## config.mk

```make
export PLATFORM = sky130hd
export DESIGN_NAME = uart_rx_oversample_flat
export DESIGN_NICKNAME = d
export VERILOG_FILES = /design/src/rtl/uart_pkg.sv /design/src/rtl/uart_rx_oversample_if.sv /design/src/rtl/uart_baud_tick.sv /design/src/rtl/uart_rx_oversample.sv /design/src/flat_wrapper.sv
export SDC_FILE = /design/constraint.sdc
export NUM_CORES = 1
export LEC_CHECK = 0
export CAP_MARGIN = 25
export CORE_MARGIN = 4
export CORE_UTILIZATION = 60
export CTS_CLUSTER_SIZE = 20
export DETAILED_ROUTE_END_ITERATION = 10
export PLACE_DENSITY = 0.85
export SLEW_MARGIN = 5
export SYNTH_ARGS = -nofsm -noshare
export SYNTH_HDL_FRONTEND = slang
export SYNTH_SLANG_ARGS = --single-unit
```

## constraint.sdc

```tcl
create_clock -name clk -period 3.2 [get_ports clk]
set_input_delay 0.64 -clock clk [delete_from_list [all_inputs] [get_ports clk]]
set_output_delay 0.64 -clock clk [all_outputs]
set_load 0.02 [all_outputs]
```

## src/rtl/uart_pkg.sv

```systemverilog
// Shared UART definitions: receiver/transmitter state encoding and baud divider math.
package uart_pkg;

  typedef enum logic [1:0] {
    IDLE,
    START,
    DATA,
    STOP
  } uart_state_t;

  // Clocks per oversample tick, truncated.
  function automatic int unsigned calc_div(input int unsigned clk_freq,
                                           input int unsigned baud_rate,
                                           input int unsigned oversample);
    return clk_freq / (baud_rate * oversample);
  endfunction

  function automatic logic maj3(input logic a, input logic b, input logic c);
    return (a & b) | (a & c) | (b & c);
  endfunction

endpackage

```

## src/rtl/uart_rx_oversample_if.sv

```systemverilog
// Receive-side byte handshake: data/ready/ack plus status pulses.
interface uart_rx_oversample_if #(
  parameter int unsigned DATA_BITS = 8
);
  logic [DATA_BITS-1:0] rx_data;
  logic                 rx_ready;
  logic                 rx_ack;
  logic                 rx_busy;
  logic                 frame_err;
  logic                 overrun;

  modport master (
    output rx_data, rx_ready, rx_busy, frame_err, overrun,
    input  rx_ack
  );

  modport slave (
    input  rx_data, rx_ready, rx_busy, frame_err, overrun,
    output rx_ack
  );
endinterface

```

## src/rtl/uart_baud_tick.sv

```systemverilog
// Free-running divider producing a 1-clk tick every DIV clocks; sync clear restarts the period.
module uart_baud_tick #(
  parameter int unsigned DIV = 27
) (
  input  logic clk,
  input  logic rst_n,
  input  logic clr,
  output logic tick
);
  localparam int unsigned CW = (DIV > 1) ? $clog2(DIV) : 1;
  localparam logic [CW-1:0] LAST = CW'(DIV - 1);

  logic [CW-1:0] cnt;

  always_ff @(posedge clk or negedge rst_n) begin
    if (!rst_n) begin
      cnt <= '0;
    end else if (clr || cnt == LAST) begin
      cnt <= '0;
    end else begin
      cnt <= cnt + CW'(1);
    end
  end

  assign tick = !clr && (cnt == LAST);
endmodule

```

## src/rtl/uart_rx_oversample.sv

```systemverilog
// Oversampling UART receiver: 2-flop sync, start-glitch reject, 3-sample mid-bit vote,
// framing-error and overrun detection, byte delivery via rx_data/rx_ready/rx_ack.
module uart_rx_oversample
  import uart_pkg::*;
#(
  parameter int unsigned CLK_FREQ   = 50000000,
  parameter int unsigned BAUD_RATE  = 115200,
  parameter int unsigned DATA_BITS  = 8,
  parameter int unsigned STOP_BITS  = 1,
  parameter int unsigned OVERSAMPLE = 16
) (
  input  logic                  clk,
  input  logic                  rst_n,
  input  logic                  rx,
  uart_rx_oversample_if.master  rx_if
);
  localparam int unsigned DIV = calc_div(CLK_FREQ, BAUD_RATE, OVERSAMPLE);
  localparam int unsigned SW  = $clog2(OVERSAMPLE);
  localparam logic [SW-1:0] S_A    = SW'(OVERSAMPLE / 2 - 1);
  localparam logic [SW-1:0] S_B    = SW'(OVERSAMPLE / 2);
  localparam logic [SW-1:0] S_VOTE = SW'(OVERSAMPLE / 2 + 1);
  localparam logic [SW-1:0] S_LAST = SW'(OVERSAMPLE - 1);

  uart_state_t          state;
  logic                 rx_meta, rx_sync, rx_prev;
  logic [SW-1:0]        s;
  logic [3:0]           bit_cnt;
  logic [DATA_BITS-1:0] shreg;
  logic                 smp_a, smp_b;
  logic                 stop_err;
  logic                 tick;
  logic                 start_edge, vote, at_vote, at_wrap;

  assign start_edge = (state == IDLE) && rx_prev && !rx_sync;
  assign vote       = maj3(smp_a, smp_b, rx_sync);
  assign at_vote    = tick && (s == S_VOTE);
  assign at_wrap    = tick && (s == S_LAST);

  uart_baud_tick #(.DIV(DIV)) u_tick (
    .clk   (clk),
    .rst_n (rst_n),
    .clr   (start_edge),
    .tick  (tick)
  );

  always_ff @(posedge clk or negedge rst_n) begin
    if (!rst_n) begin
      state           <= IDLE;
      rx_meta         <= 1'b1;
      rx_sync         <= 1'b1;
      rx_prev         <= 1'b1;
      s               <= '0;
      bit_cnt         <= '0;
      shreg           <= '0;
      smp_a           <= 1'b1;
      smp_b           <= 1'b1;
      stop_err        <= 1'b0;
      rx_if.rx_data   <= '0;
      rx_if.rx_ready  <= 1'b0;
      rx_if.rx_busy   <= 1'b0;
      rx_if.frame_err <= 1'b0;
      rx_if.overrun   <= 1'b0;
    end else begin
      rx_meta         <= rx;
      rx_sync         <= rx_meta;
      rx_prev         <= rx_sync;
      rx_if.frame_err <= 1'b0;
      rx_if.overrun   <= 1'b0;

      if (rx_if.rx_ack && rx_if.rx_ready) rx_if.rx_ready <= 1'b0;

      if (state != IDLE && tick) begin
        s <= (s == S_LAST) ? '0 : s + SW'(1);
        if (s == S_A) smp_a <= rx_sync;
        if (s == S_B) smp_b <= rx_sync;
      end

      unique case (state)
        IDLE: begin
          if (start_edge) begin
            state         <= START;
            rx_if.rx_busy <= 1'b1;
            s             <= '0;
            bit_cnt       <= '0;
            stop_err      <= 1'b0;
          end
        end
        START: begin
          if (at_vote && vote) begin
            state         <= IDLE;
            rx_if.rx_busy <= 1'b0;
          end else if (at_wrap) begin
            state <= DATA;
          end
        end
        DATA: begin
          if (at_vote) begin
            shreg   <= {vote, shreg[DATA_BITS-1:1]};
            bit_cnt <= bit_cnt + 4'd1;
          end
          if (at_wrap && bit_cnt == 4'(DATA_BITS)) begin
            state   <= STOP;
            bit_cnt <= '0;
          end
        end
        STOP: begin
          // Leaving at the last vote (mid-stop-bit) keeps the next start edge visible.
          if (at_vote) begin
            if (bit_cnt == 4'(STOP_BITS - 1)) begin
              state         <= IDLE;
              rx_if.rx_busy <= 1'b0;
              if (stop_err || !vote) begin
                rx_if.frame_err <= 1'b1;
              end else if (!rx_if.rx_ready || rx_if.rx_ack) begin
                rx_if.rx_data  <= shreg;
                rx_if.rx_ready <= 1'b1;
              end else begin
                rx_if.overrun <= 1'b1;
              end
            end else begin
              stop_err <= stop_err | ~vote;
              bit_cnt  <= bit_cnt + 4'd1;
            end
          end
        end
        default: begin
          state         <= IDLE;
          rx_if.rx_busy <= 1'b0;
        end
      endcase
    end
  end
endmodule

```

## src/flat_wrapper.sv

```systemverilog
// flat-port wrapper written by rule: the top's interface ports become plain ports
module uart_rx_oversample_flat import uart_pkg::*;
#(
  parameter int unsigned CLK_FREQ   = 50000000,
  parameter int unsigned BAUD_RATE  = 115200,
  parameter int unsigned DATA_BITS  = 8,
  parameter int unsigned STOP_BITS  = 1,
  parameter int unsigned OVERSAMPLE = 16
)
  (clk, rst_n, rx, rx_if_rx_data, rx_if_rx_ready, rx_if_rx_busy, rx_if_frame_err, rx_if_overrun, rx_if_rx_ack);
  uart_rx_oversample_if #(.DATA_BITS(DATA_BITS)) rx_if_i ();
  input  logic clk;
  input  logic rst_n;
  input  logic rx;
  output wire logic [$bits(rx_if_i.rx_data)-1:0] rx_if_rx_data;
  output wire logic [$bits(rx_if_i.rx_ready)-1:0] rx_if_rx_ready;
  output wire logic [$bits(rx_if_i.rx_busy)-1:0] rx_if_rx_busy;
  output wire logic [$bits(rx_if_i.frame_err)-1:0] rx_if_frame_err;
  output wire logic [$bits(rx_if_i.overrun)-1:0] rx_if_overrun;
  input wire logic [$bits(rx_if_i.rx_ack)-1:0] rx_if_rx_ack;
  assign rx_if_rx_data = rx_if_i.rx_data;
  assign rx_if_rx_ready = rx_if_i.rx_ready;
  assign rx_if_rx_busy = rx_if_i.rx_busy;
  assign rx_if_frame_err = rx_if_i.frame_err;
  assign rx_if_overrun = rx_if_i.overrun;
  assign rx_if_i.rx_ack = rx_if_rx_ack;
  uart_rx_oversample #(.CLK_FREQ(CLK_FREQ), .BAUD_RATE(BAUD_RATE), .DATA_BITS(DATA_BITS), .STOP_BITS(STOP_BITS), .OVERSAMPLE(OVERSAMPLE)) u_core (.clk(clk), .rst_n(rst_n), .rx(rx), .rx_if(rx_if_i));
endmodule
```

# Yosys cells after proc, flatten, opt, wreduce, memory -nomap -nowiden
# Cells that the tools add are included.
# totals
regBits	41
word_cells	116
inputBits	4
# op_classes
n_reduce_logical	30
n_addsub	3
n_bitwise	8
n_eq_ne	17
n_mux	42
# op_table
operator	count
two-way mux 4 bit	9
two-way mux 1 bit	22
AND reduction 5 bit	4
equality test 4 bit, second input constant	4
two-way mux 2 bit	6
one-hot mux 4 bit (3 select lines)	1
logical AND 1 bit	9
adder 4 x 1 -> 4 bit, second input constant	2
inequality test 2 x 1 -> 1 bit, second input constant	4
one-hot mux 2 bit (4 select lines)	1
inequality test 3 x 1 -> 1 bit, second input constant	2
AND reduction 2 bit	3
nonzero test 3 bit	2
adder 5 x 1 -> 5 bit, second input constant	1
equality test 5 bit, second input constant	1
two-way mux 5 bit	1
equality test 2 bit, second input constant	2
equality test 4 x 3 -> 1 bit, second input constant	1
logical NOT 1 bit	4
logical NOT 4 bit	1
inequality test 2 bit, second input constant	2
AND reduction 4 bit	1
nonzero test 2 bit	2
AND 1 bit	3
7 further kinds	12

# Longest topological paths before layout
# Gate-level depths: netlist of the first run.
# depth
ltp_word	9
depth_mapped	7
depth_no_buf	6

# Modules after synthesis
# A second synthesis of the first run with hierarchy kept.
# hier_totals
hier_cells	164
area_unflattened_um2	2001.9
# modules_own_cells
module	instances	area_each_um2	seq_area_each_um2	cells_each
uart_rx_oversample	1	1726.7	907.1	141
uart_baud_tick	1	275.3	125.1	23

# Worst setup path before layout of the first run
# Ideal clock, no wire load.
# synth_timing
kind	register -> register
from	reg u_core.bit_cnt[0]
to	reg u_core.rx_if.rx_data[0]
t_arrival_ns	1.821
setup_slack_ns	1.254
period_less_slack_ns	1.946
path_stages_with_launch	7
t_required_ns	3.075
cell_sequence	dfrtp_1 inv_1 ha_1 nor3b_2 nand3_2 nor4b_4 mux2_2
# synth_via
elab_chain_cells	2
# synth_lines
item	line_no	source
start: declaration	uart_rx_oversample.sv:27	logic [3:0] bit_cnt;
start signal: assignment	uart_rx_oversample.sv:99	bit_cnt <= bit_cnt + 4'd1;
start signal: assignment	uart_rx_oversample.sv:122	bit_cnt <= bit_cnt + 4'd1;
logical NOT 4 bit	uart_rx_oversample.sv:109	if (bit_cnt == 4'(STOP_BITS - 1)) begin
AND reduction 5 bit (no line)	--	
end signal: assignment	uart_rx_oversample.sv:115	rx_if.rx_data <= shreg;
end: declaration	uart_rx_oversample_if.sv:13	output rx_data, rx_ready, rx_busy, frame_err, overrun,
# Every way passes these cells.
# A chain may end at the register's enable or synchronous reset.

# Worst setup path after layout of the first run
# layout_timing
from	reg u_core.u_tick.cnt[0]
to	reg u_core.shreg[4]
# layout_via
elab_chain_cells	4
# layout_lines
item	line_no	source
start: declaration	uart_baud_tick.sv:13	logic [CW-1:0] cnt;
start signal: assignment	uart_baud_tick.sv:21	cnt <= cnt + CW'(1);
equality test 5 bit	uart_baud_tick.sv:25	assign tick = !clr && (cnt == LAST);
logical AND 1 bit	uart_baud_tick.sv:25	
logical AND 1 bit	uart_rx_oversample.sv:36	assign at_vote = tick && (s == S_VOTE);
AND reduction 2 bit (no line)	--	
end signal: assignment	uart_rx_oversample.sv:98	shreg <= {vote, shreg[DATA_BITS-1:1]};
end: declaration	uart_rx_oversample.sv:28	logic [DATA_BITS-1:0] shreg;
# Every way passes these cells.

==> key figures, run 1 <==
Status
  – Run status: completed

GRT
  – Pin count of the biggest net entering global routing: between 40 and 50
  – First-pass GRT wire length: around 6.5 mm
  – Total gr overflow: 0
  – Number of global-route vias before repair: between 1000 and 1500
  – Initial antenna violation count: 0
  – GRT Overall Usage: around a fifth

Clock network
  – H-tree depth reported by CTS: 2
  – Number of buffers created by CTS: 5
  – Cells resized by post-CTS repair: 0
  – Clock latency on the worst-skew pair: 0.35 ns
  – Post-CTS setup buffer count: 0
  – Clk Tree Root Cell: sky130_fd_sc_hd__clkbuf_4
  – TritonCTS clock tree: done
  – Number of buffers on the longest clock path: 2
  – Clk sinks: between 40 and 50
  – Clock edge transition at the registers on the reported setup and hold paths: between 0.1 and 0.15 ns
  – Total of hold buffers inserted after clock tree synthesis: 0

Worst setup path
  – Critical Path Source Type: register
  – Cell-by-cell trace of the critical path: inv_1 > ha_1 > and4b_1 > nand2_4 > nor3_2 > mux2_2
  – Crit path depth: 6
  – Reg-to-reg setup timing slack: between 0.8 and 0.9 ns
  – Data arrival at the endpoint of the critical path: about 2.6 ns
  – Startpoint-to-endpoint class of the critical path: reg -> reg
  – Crit-path slowest cell: sky130_fd_sc_hd__nor3_2
  – Data required time of the critical path: between 3 and 4 ns
  – Cell type group with the largest total delay on the critical path: simple AND/OR/NAND/NOR gates
  – Category of the worst setup path capture point: register
  – Biggest fanout along the worst timing path: 8
  – CP Buf/Inv Count: 1
  – Path depth of the worst reg2reg path: 6
  – Max stage delay on crit path: about 0.56 ns

Synthesis
  – Mean instance size in the synthesized netlist: 11.27 um2
  – Area of the mapped netlist: 0.001983 mm2
  – Most frequently used flop master after synthesis: sky130_fd_sc_hd__dfrtp_1
  – Number of synthesized flops with an enable pin: 0
  – Net count after synthesis: 187
  – Register bit count reported by yosys: between 40 and 50
  – Number of unique standard cell types used by synthesis: 46
  – Leading area contributor after synthesis: sky130_fd_sc_hd__dfrtp_1
  – Gate Count Post-Synth: approximately 180
  – Main area contributors after synthesis: sky130_fd_sc_hd__dfrtp_1 (45%), sky130_fd_sc_hd__mux2_2 (10%), sky130_fd_sc_hd__dfstp_2 (6.6%), sky130_fd_sc_hd__ha_1 (4.4%), sky130_fd_sc_hd__nor2_1 (3.4%)
  – Synthesis warning total: 0
  – FFs w/ async S/R, synth: between 90% and 100%
  – Portion of synthesized cell area occupied by the leading cell type: between 40% and 50%
  – Share of the yosys chip area belonging to registers: between 50 and 60%

Place
  – Post-DP HPWL: roughly 2.7 mm
  – Buffers added on ports: 15
  – Final RePlAce weighted congestion: 0.9698

Die
  – Die Outline Area: between 0.004 and 0.005 mm2
  – Die width: between 60 and 70 um
  – Standard-cell rows: 20
  – Core Footprint: around 0.0031 mm2
  – Count of boundary I/O pins: 16
  – Die Y: 65.49 um
  – Starting utilization of the core area: between 60 and 70%

STA
  – Number of hold-slack violations in the final timing report: 0
  – Final Cycle Share: between 70 and 80%
  – Largest clock skew in the final design: between 0.015 and 0.02 ns
  – Clock period minus worst slack: about 2.3 ns
  – Max_slew headroom: around 42%
  – Maximum frequency from static timing analysis: between 400 and 500 MHz
  – RSZ-0062 raised after global routing: false
  – Slew at the pin closest to its max-slew limit: a little under 0.9 ns
  – Pins Over Slew Limit: 0
  – Aggregate negative setup slack: 0 ns
  – Final setup violation count: 0

Route
  – Pre-antenna DRT Iters: 4
  – Average wire length per cell after detail routing: 15.84 um
  – Initial drt markers: approximately 190
  – Routed wire length: between 3 and 4 mm
  – Number of remaining DRC errors: 0
  – Overall via count from detail_route: approximately 1400
  – Number of nets with antenna violations after routing: 0
  – Via/cell ratio: 5.879

Finish
  – Area overhead of the layout relative to synthesis: 11.61%
  – Fraction of layout cells with a size suffix above 1: roughly a fifth
  – # nets final: slightly above 200
  – Sequential cell area in the final layout: slightly above 0.001 mm2
  – Commonest non-fill, non-tap cell in the layout: sky130_fd_sc_hd__dfrtp_1
  – # fillers: about 240
  – Total area of multi-input combinational cells: approximately 910 um2
  – Commonest non-fill, non-tap cells in the layout: sky130_fd_sc_hd__dfrtp_1 (36), sky130_fd_sc_hd__nor2_1 (18), sky130_fd_sc_hd__mux2_2 (18), sky130_fd_sc_hd__clkdlybuf4s50_1 (14), sky130_fd_sc_hd__nand2_1 (13)
  – Ant diodes: 0

Pwr
  – Worst voltage drop across the vdd grid: ~0.00040 V
  – Leakage power summed over all cells: between 1 and 1.5 nW
  – Power per cell area: 454.9 mW/mm2
  – Design Power: between 0.001 and 0.0015 W

Min path
  – Path class of the lowest-slack min-delay path: reg -> reg
  – Worst hold stages: 0

Job
  – Max_cap viols: 0
-- worst reg2reg max path: cells and delay by family, from the launching register on --
family	cells	cell delay (ns)
and+or+nand+nor	3	1.14
DFF	1	0.43
muxes	1	0.42
adders and majority gates	1	0.15
buffers and inverters	1	0.07
-- cell type report --
cell class / instances / area share [%]
Clock buffer: 6 / 1.865
Clock inverter: 2 / 0.4522
Inverter: 6 / 1.018
Multi-Input combinational cell: 125 / 40.98
Sequential cell: 41 / 46.64
Tap cell: 44 / 2.487
Timing Repair Buffer: 15 / 6.557
-- cell families after synthesis --
logic type	count (synthesis)	synth area share, %
AO/OA/AOI/OAI	27	8.392
XOR/XNOR	4	1.767
adder cells (fa/ha/maj)	8	4.921
buffers and inverters	10	2.208
flip-flops	41	52.05
multiplexers	19	10.73
AND/OR/NAND/NOR	67	19.94
-- power breakdown --
| part | internal (W) | switching, W |
|---|---|---|
| clock network | 0.0000839 | 0.000164 |
| registers | 0.000563 | 0.0000514 |
| logic | 0.0000632 | 0.0000811 |
| total | 0.000710 | 0.000297 |
-- synthesized netlist by cell type (all sizes together) (2+ instances only) --
| master | instances |
|---|---|
| xor2 | 3 |
| nand3b | 2 |
| nand2 | 14 |
| mux2 | 18 |
| a21oi | 11 |
| nor2 | 18 |
| nor4b | 2 |
| inv | 6 |
| o211ai | 2 |
| a31oi | 3 |
| dfstp | 5 |
| nor3 | 2 |
| nand3 | 9 |
| o21ai | 4 |
| and2b | 2 |
| dfrtp | 36 |
| nand4b | 2 |
| ha | 7 |
| nor3b | 2 |
| and2 | 2 |
| and3 | 2 |
| or2 | 2 |
| buf | 3 |
| nand2b | 3 |
-- routing by layer --
layer | track usage, % | part of all wire (%) | vias up
met4 | 7.254 | 1.6 | 0
met2 | 31.98 | 50 | 50
li1 | - | - | 661
met1 | 25.62 | 44 | 686
met5 | 0 | 0 | -
met3 | 5.983 | 5.1 | 8
-- stage by stage --
step / hold WS, ns / util, % / area, um2 / worst slack, ns / std cells
6_report: 0.3573 / 71.33 / 2213 / 0.8898 / 239
5_1_grt: 0.3613 / 71.33 / 2213 / 0.7569 / 239
4_1_cts: 0.3595 / 71.33 / 2213 / 0.8903 / 239
3_5_place_dp: 0.3476 / 69.68 / 2162 / 0.9235 / 231
3_3_place_gp: 0.3461 / 69.68 / 2162 / 0.9859 / 231
2_1_floorplan: 0.3444 / - / 1983 / 1.254 / 176
-- registers in the layout (all words and copies together) (netlist names), named ones only --
register                count
u_core.rx_if.rx_data        8
u_core.rx_meta              1
u_core.smp_a                1
u_core.u_tick.cnt           5
u_core.rx_if.rx_busy        1
u_core.smp_b                1
u_core.state                1
u_core.rx_if.frame_err      1
u_core.bit_cnt              4
u_core.rx_if.rx_ready       1
u_core.rx_prev              1
u_core.stop_err             1
u_core.rx_sync              1
u_core.s                    4
u_core.shreg                8
u_core.rx_if.overrun        1
-- final timing paths --
path,from,endpoint
min in group asynchronous,rst_n,u_core.bit_cnt[0]$_DFFE_PN0P_
max,u_core.u_tick.cnt[0]$_DFF_PN0_,u_core.shreg[4]$_DFFE_PN0P_
min,u_core.rx_meta$_DFF_PN1_,u_core.rx_sync$_DFF_PN1_
max reg2reg,u_core.u_tick.cnt[0]$_DFF_PN0_,u_core.shreg[4]$_DFFE_PN0P_
max in group asynchronous,rst_n,u_core.u_tick.cnt[0]$_DFF_PN0_
min reg2reg,u_core.rx_meta$_DFF_PN1_,u_core.rx_sync$_DFF_PN1_
Power figures use the tool's default switching activity.
==> inputs of run 2 (changes only) <==
CORE_UTILIZATION = 57   (was 60)
PLACE_DENSITY = 0.81   (was 0.85)
clock period = 2.25 ns   (was 3.2 ns; I/O delays follow)
==> run 2 against run 1 <==
Net effect:
- sequential share of layout area is 1.5 points lower
- setup slack got worse by 0.71 ns
- clock power is 55% higher
- cell count rose by 3.8%
- clock skew shrank 0.0070 ns
- via count shrank 0.50%
- final area grew 3.2%
- first-iteration DRC count down 33%
- core utilization fell by 2.9 points
- total power grew 45%
- maximum frequency up 12%
==> key figures, run 2 (synthesis gave the netlist of run 1 again) <==
Status
  – Run status: completed

Pwr
  – Worst voltage drop across the vdd grid: 0.0005187 V (+31%)
  – Leakage power summed over all cells: 1.053 nW (+4.0%)
  – Power per cell area: 641.0 mW/mm2 (+41%)
  – Design Power: 0.001464 W (+45%)

Finish
  – Area overhead of the layout relative to synthesis: 15.20%
  – Top flop regs: u_core.rx_if.rx_data (8), u_core.shreg (8), u_core.u_tick.cnt (5)
  – Commonest non-fill, non-tap cell in the layout: sky130_fd_sc_hd__dfrtp_1
  – Ant diodes: 0 (unchanged)
  – Fraction of layout cells with a size suffix above 1: 23.27% (+2.8 points)
  – # nets final: 212 (+3.4%)
  – Commonest non-fill, non-tap cells in the layout: sky130_fd_sc_hd__dfrtp_1 (36), sky130_fd_sc_hd__nor2_1 (18), sky130_fd_sc_hd__mux2_2 (18), sky130_fd_sc_hd__clkdlybuf4s50_1 (14), sky130_fd_sc_hd__nand2_1 (13)

STA
  – Aggregate negative setup slack: 0 ns (unchanged)
  – Clock period minus worst slack: 2.069 ns (-0.2408 ns)
  – Slew at the pin closest to its max-slew limit: 0.4598 ns (-0.4057 ns)
  – Final Cycle Share: 91.97% (+20 points)
  – RSZ-0062 raised after global routing: false
  – Maximum frequency from static timing analysis: 483.2 MHz (+12%)
  – Max_slew headroom: 69.23% (+27 points)
  – Pins Over Slew Limit: 0 (unchanged)
  – Largest clock skew in the final design: 0.008265 ns (-0.007016 ns)
  – Final WS setup: 0.1806 ns (-0.7092 ns)
  – Final setup violation count: 0 (unchanged)
  – Number of hold-slack violations in the final timing report: 0 (unchanged)

Die
  – Die width: 66.99 um (+2.3%)
  – Die Y: 66.99 um (+2.3%)
  – Core Footprint: 0.003337 mm2 (+7.5%)
  – Count of boundary I/O pins: 16 (unchanged)
  – Starting utilization of the core area: 59.43% (-4.5 points)
  – Standard-cell rows: 21 (+5.0%)
  – Die Outline Area: 0.004487 mm2 (+4.6%)

Clock network
  – Clk sinks: 41 (unchanged)
  – Clk Tree Root Cell: sky130_fd_sc_hd__clkbuf_4
  – Number of buffers on the longest clock path: 2 (unchanged)
  – Number of buffers created by CTS: 5 (unchanged)
  – Cells resized by post-CTS repair: 0 (unchanged)
  – Total of hold buffers inserted after clock tree synthesis: 1 (+1)
  – H-tree depth reported by CTS: 2 (unchanged)
  – Clock edge transition at the registers on the reported setup and hold paths: 0.12 ns (about the same)
  – TritonCTS clock tree: done
  – Clock latency on the worst-skew pair: 0.34 ns (about the same)
  – Post-CTS setup buffer count: 0 (unchanged)

Place
  – Place WS: 0.1996 ns (-0.7239 ns)
  – Post-DP HPWL: 2.772 mm (+2.6%)
  – Final RePlAce weighted congestion: 0.8623 (-11%)
  – Buffers added on ports: 15 (unchanged)

GRT
  – First-pass GRT wire length: 6.341 mm (-2.3%)
  – Met2 track demand over resource: 31.31% (-0.67 points)
  – Gr busiest metal: met2
  – Total gr overflow: 0 (unchanged)
  – Global Route met3 Usage: 4.553% (-1.4 points)
  – GRT Overall Usage: 18.77% (-1.2 points)
  – Global-route met1 utilization: 24.07% (-1.5 points)
  – Number of global-route vias before repair: 1413 (+0.50%)
  – Pin count of the biggest net entering global routing: 19 (-55%)
  – Initial antenna violation count: 0 (unchanged)

Worst setup path
  – Category of the worst setup path capture point: register
  – Startpoint-to-endpoint class of the critical path: reg -> reg
  – Biggest fanout along the worst timing path: 8 (unchanged)
  – Data required time of the critical path: 2.49 ns (-0.94 ns)
  – Crit-path slowest cell: sky130_fd_sc_hd__dfrtp_1
  – Max stage delay on crit path: 0.44 ns (-0.12 ns)
  – Cell-by-cell trace of the critical path: inv_1 > ha_1 > nor3b_2 > nand3_2 > nor4b_4 > buf_4 > mux2_2
  – Capturing point of the worst reg2reg path: u_core.rx_if.rx_data[5]$_DFFE_PN0P_
  – Critical Path Source Type: register
  – Data arrival at the endpoint of the critical path: 2.31 ns (-0.24 ns)
  – Path depth of the worst reg2reg path: 7 (+1)
  – Reg-to-reg setup timing slack: 0.18 ns (-0.71 ns)
  – Worst reg2reg path startpoint: u_core.bit_cnt[0]$_DFFE_PN0P_

Route
  – Routed wire length: 3.647 mm (-3.6%)
  – Initial drt markers: 130 (-33%)
  – Number of remaining DRC errors: 0 (unchanged)
  – Pre-antenna DRT Iters: 4 (unchanged)
  – Via/cell ratio: 5.637 (-4.1%)
  – Overall via count from detail_route: 1398 (-0.50%)
  – Average wire length per cell after detail routing: 14.71 um (-7.1%)
  – Number of nets with antenna violations after routing: 0 (unchanged)

Min path
  – Terminating pin of the worst hold path: u_core.rx_sync$_DFF_PN1_
  – Worst hold stages: 0 (unchanged)
  – Path class of the lowest-slack min-delay path: reg -> reg
  – Min-delay src: u_core.rx_meta$_DFF_PN1_

Job
  – Max_cap viols: 0 (unchanged)
==> run 2: how the worst max path moves through the flow <==
stage / from / end / slack (ns) / depth (start not counted)
final: u_core.bit_cnt[0]$_DFFE_PN0P_ / u_core.rx_if.rx_data[5]$_DFFE_PN0P_ / 0.18 / 7
after CTS: u_core.bit_cnt[0]$_DFFE_PN0P_ / u_core.rx_if.rx_data[5]$_DFFE_PN0P_ / 0.17 / 7
after detailed placement: u_core.bit_cnt[0]$_DFFE_PN0P_ / u_core.rx_if.rx_data[5]$_DFFE_PN0P_ / 0.20 / 7
after global routing: u_core.bit_cnt[1]$_DFFE_PN0P_ / u_core.rx_if.rx_data[5]$_DFFE_PN0P_ / 0.06 / 7
after floorplan: u_core.bit_cnt[0]$_DFFE_PN0P_ / u_core.rx_if.rx_data[0]$_DFFE_PN0P_ / 0.30 / 6
after global placement: u_core.bit_cnt[0]$_DFFE_PN0P_ / u_core.rx_if.rx_data[4]$_DFFE_PN0P_ / 0.29 / 7
==> run 2: area by class of cell <==
type,count,area (um2)
inverters,6,22.52
multi-input cells,125,907.1
well taps,46,57.56
flip-flops and latches,41,1032
repair buffers,22,200.2
clock inverters,2,13.76
clock buffers,6,51.30
fillers,252,1052
==> run 2: per-layer routing <==
metal / wire, um / vias to the layer above
met5: 0 / -
li1: - / 668
met2: 1807 / 35
met4: 56 / 0
met3: 121 / 7
met1: 1661 / 688
==> run 2: power by group <==
part | switching (W) | leakage (nW) | internal, W
clock | 0.000231 | 0.0382 | 0.000153
combinational | 0.000113 | 0.478 | 0.0000972
sequential | 0.0000702 | 0.537 | 0.000801
==> run 2: per-stage QoR <==
step / instance area (um2) / util [%] / hold slack [ns] / std cells
final: 2285 / 68.47 / 0.3778 / 248
after global routing: 2285 / 68.47 / 0.3803 / 248
after CTS: 2285 / 68.47 / 0.3706 / 248
after detailed placement: 2210 / 66.22 / 0.2836 / 239
after global placement: 2210 / 66.22 / 0.2836 / 239
after floorplan: 1983 / - / 0.1544 / 176
==> run 2: worst max-delay path, delay by kind of cell, from the launching register on <==
family / cells / cell delay [ns]
multiplexers: 1 / 0.35
adder cells (fa/ha/maj): 1 / 0.17
AND/OR/NAND/NOR: 3 / 0.72
buffers and inverters: 2 / 0.28
flip-flops: 1 / 0.44
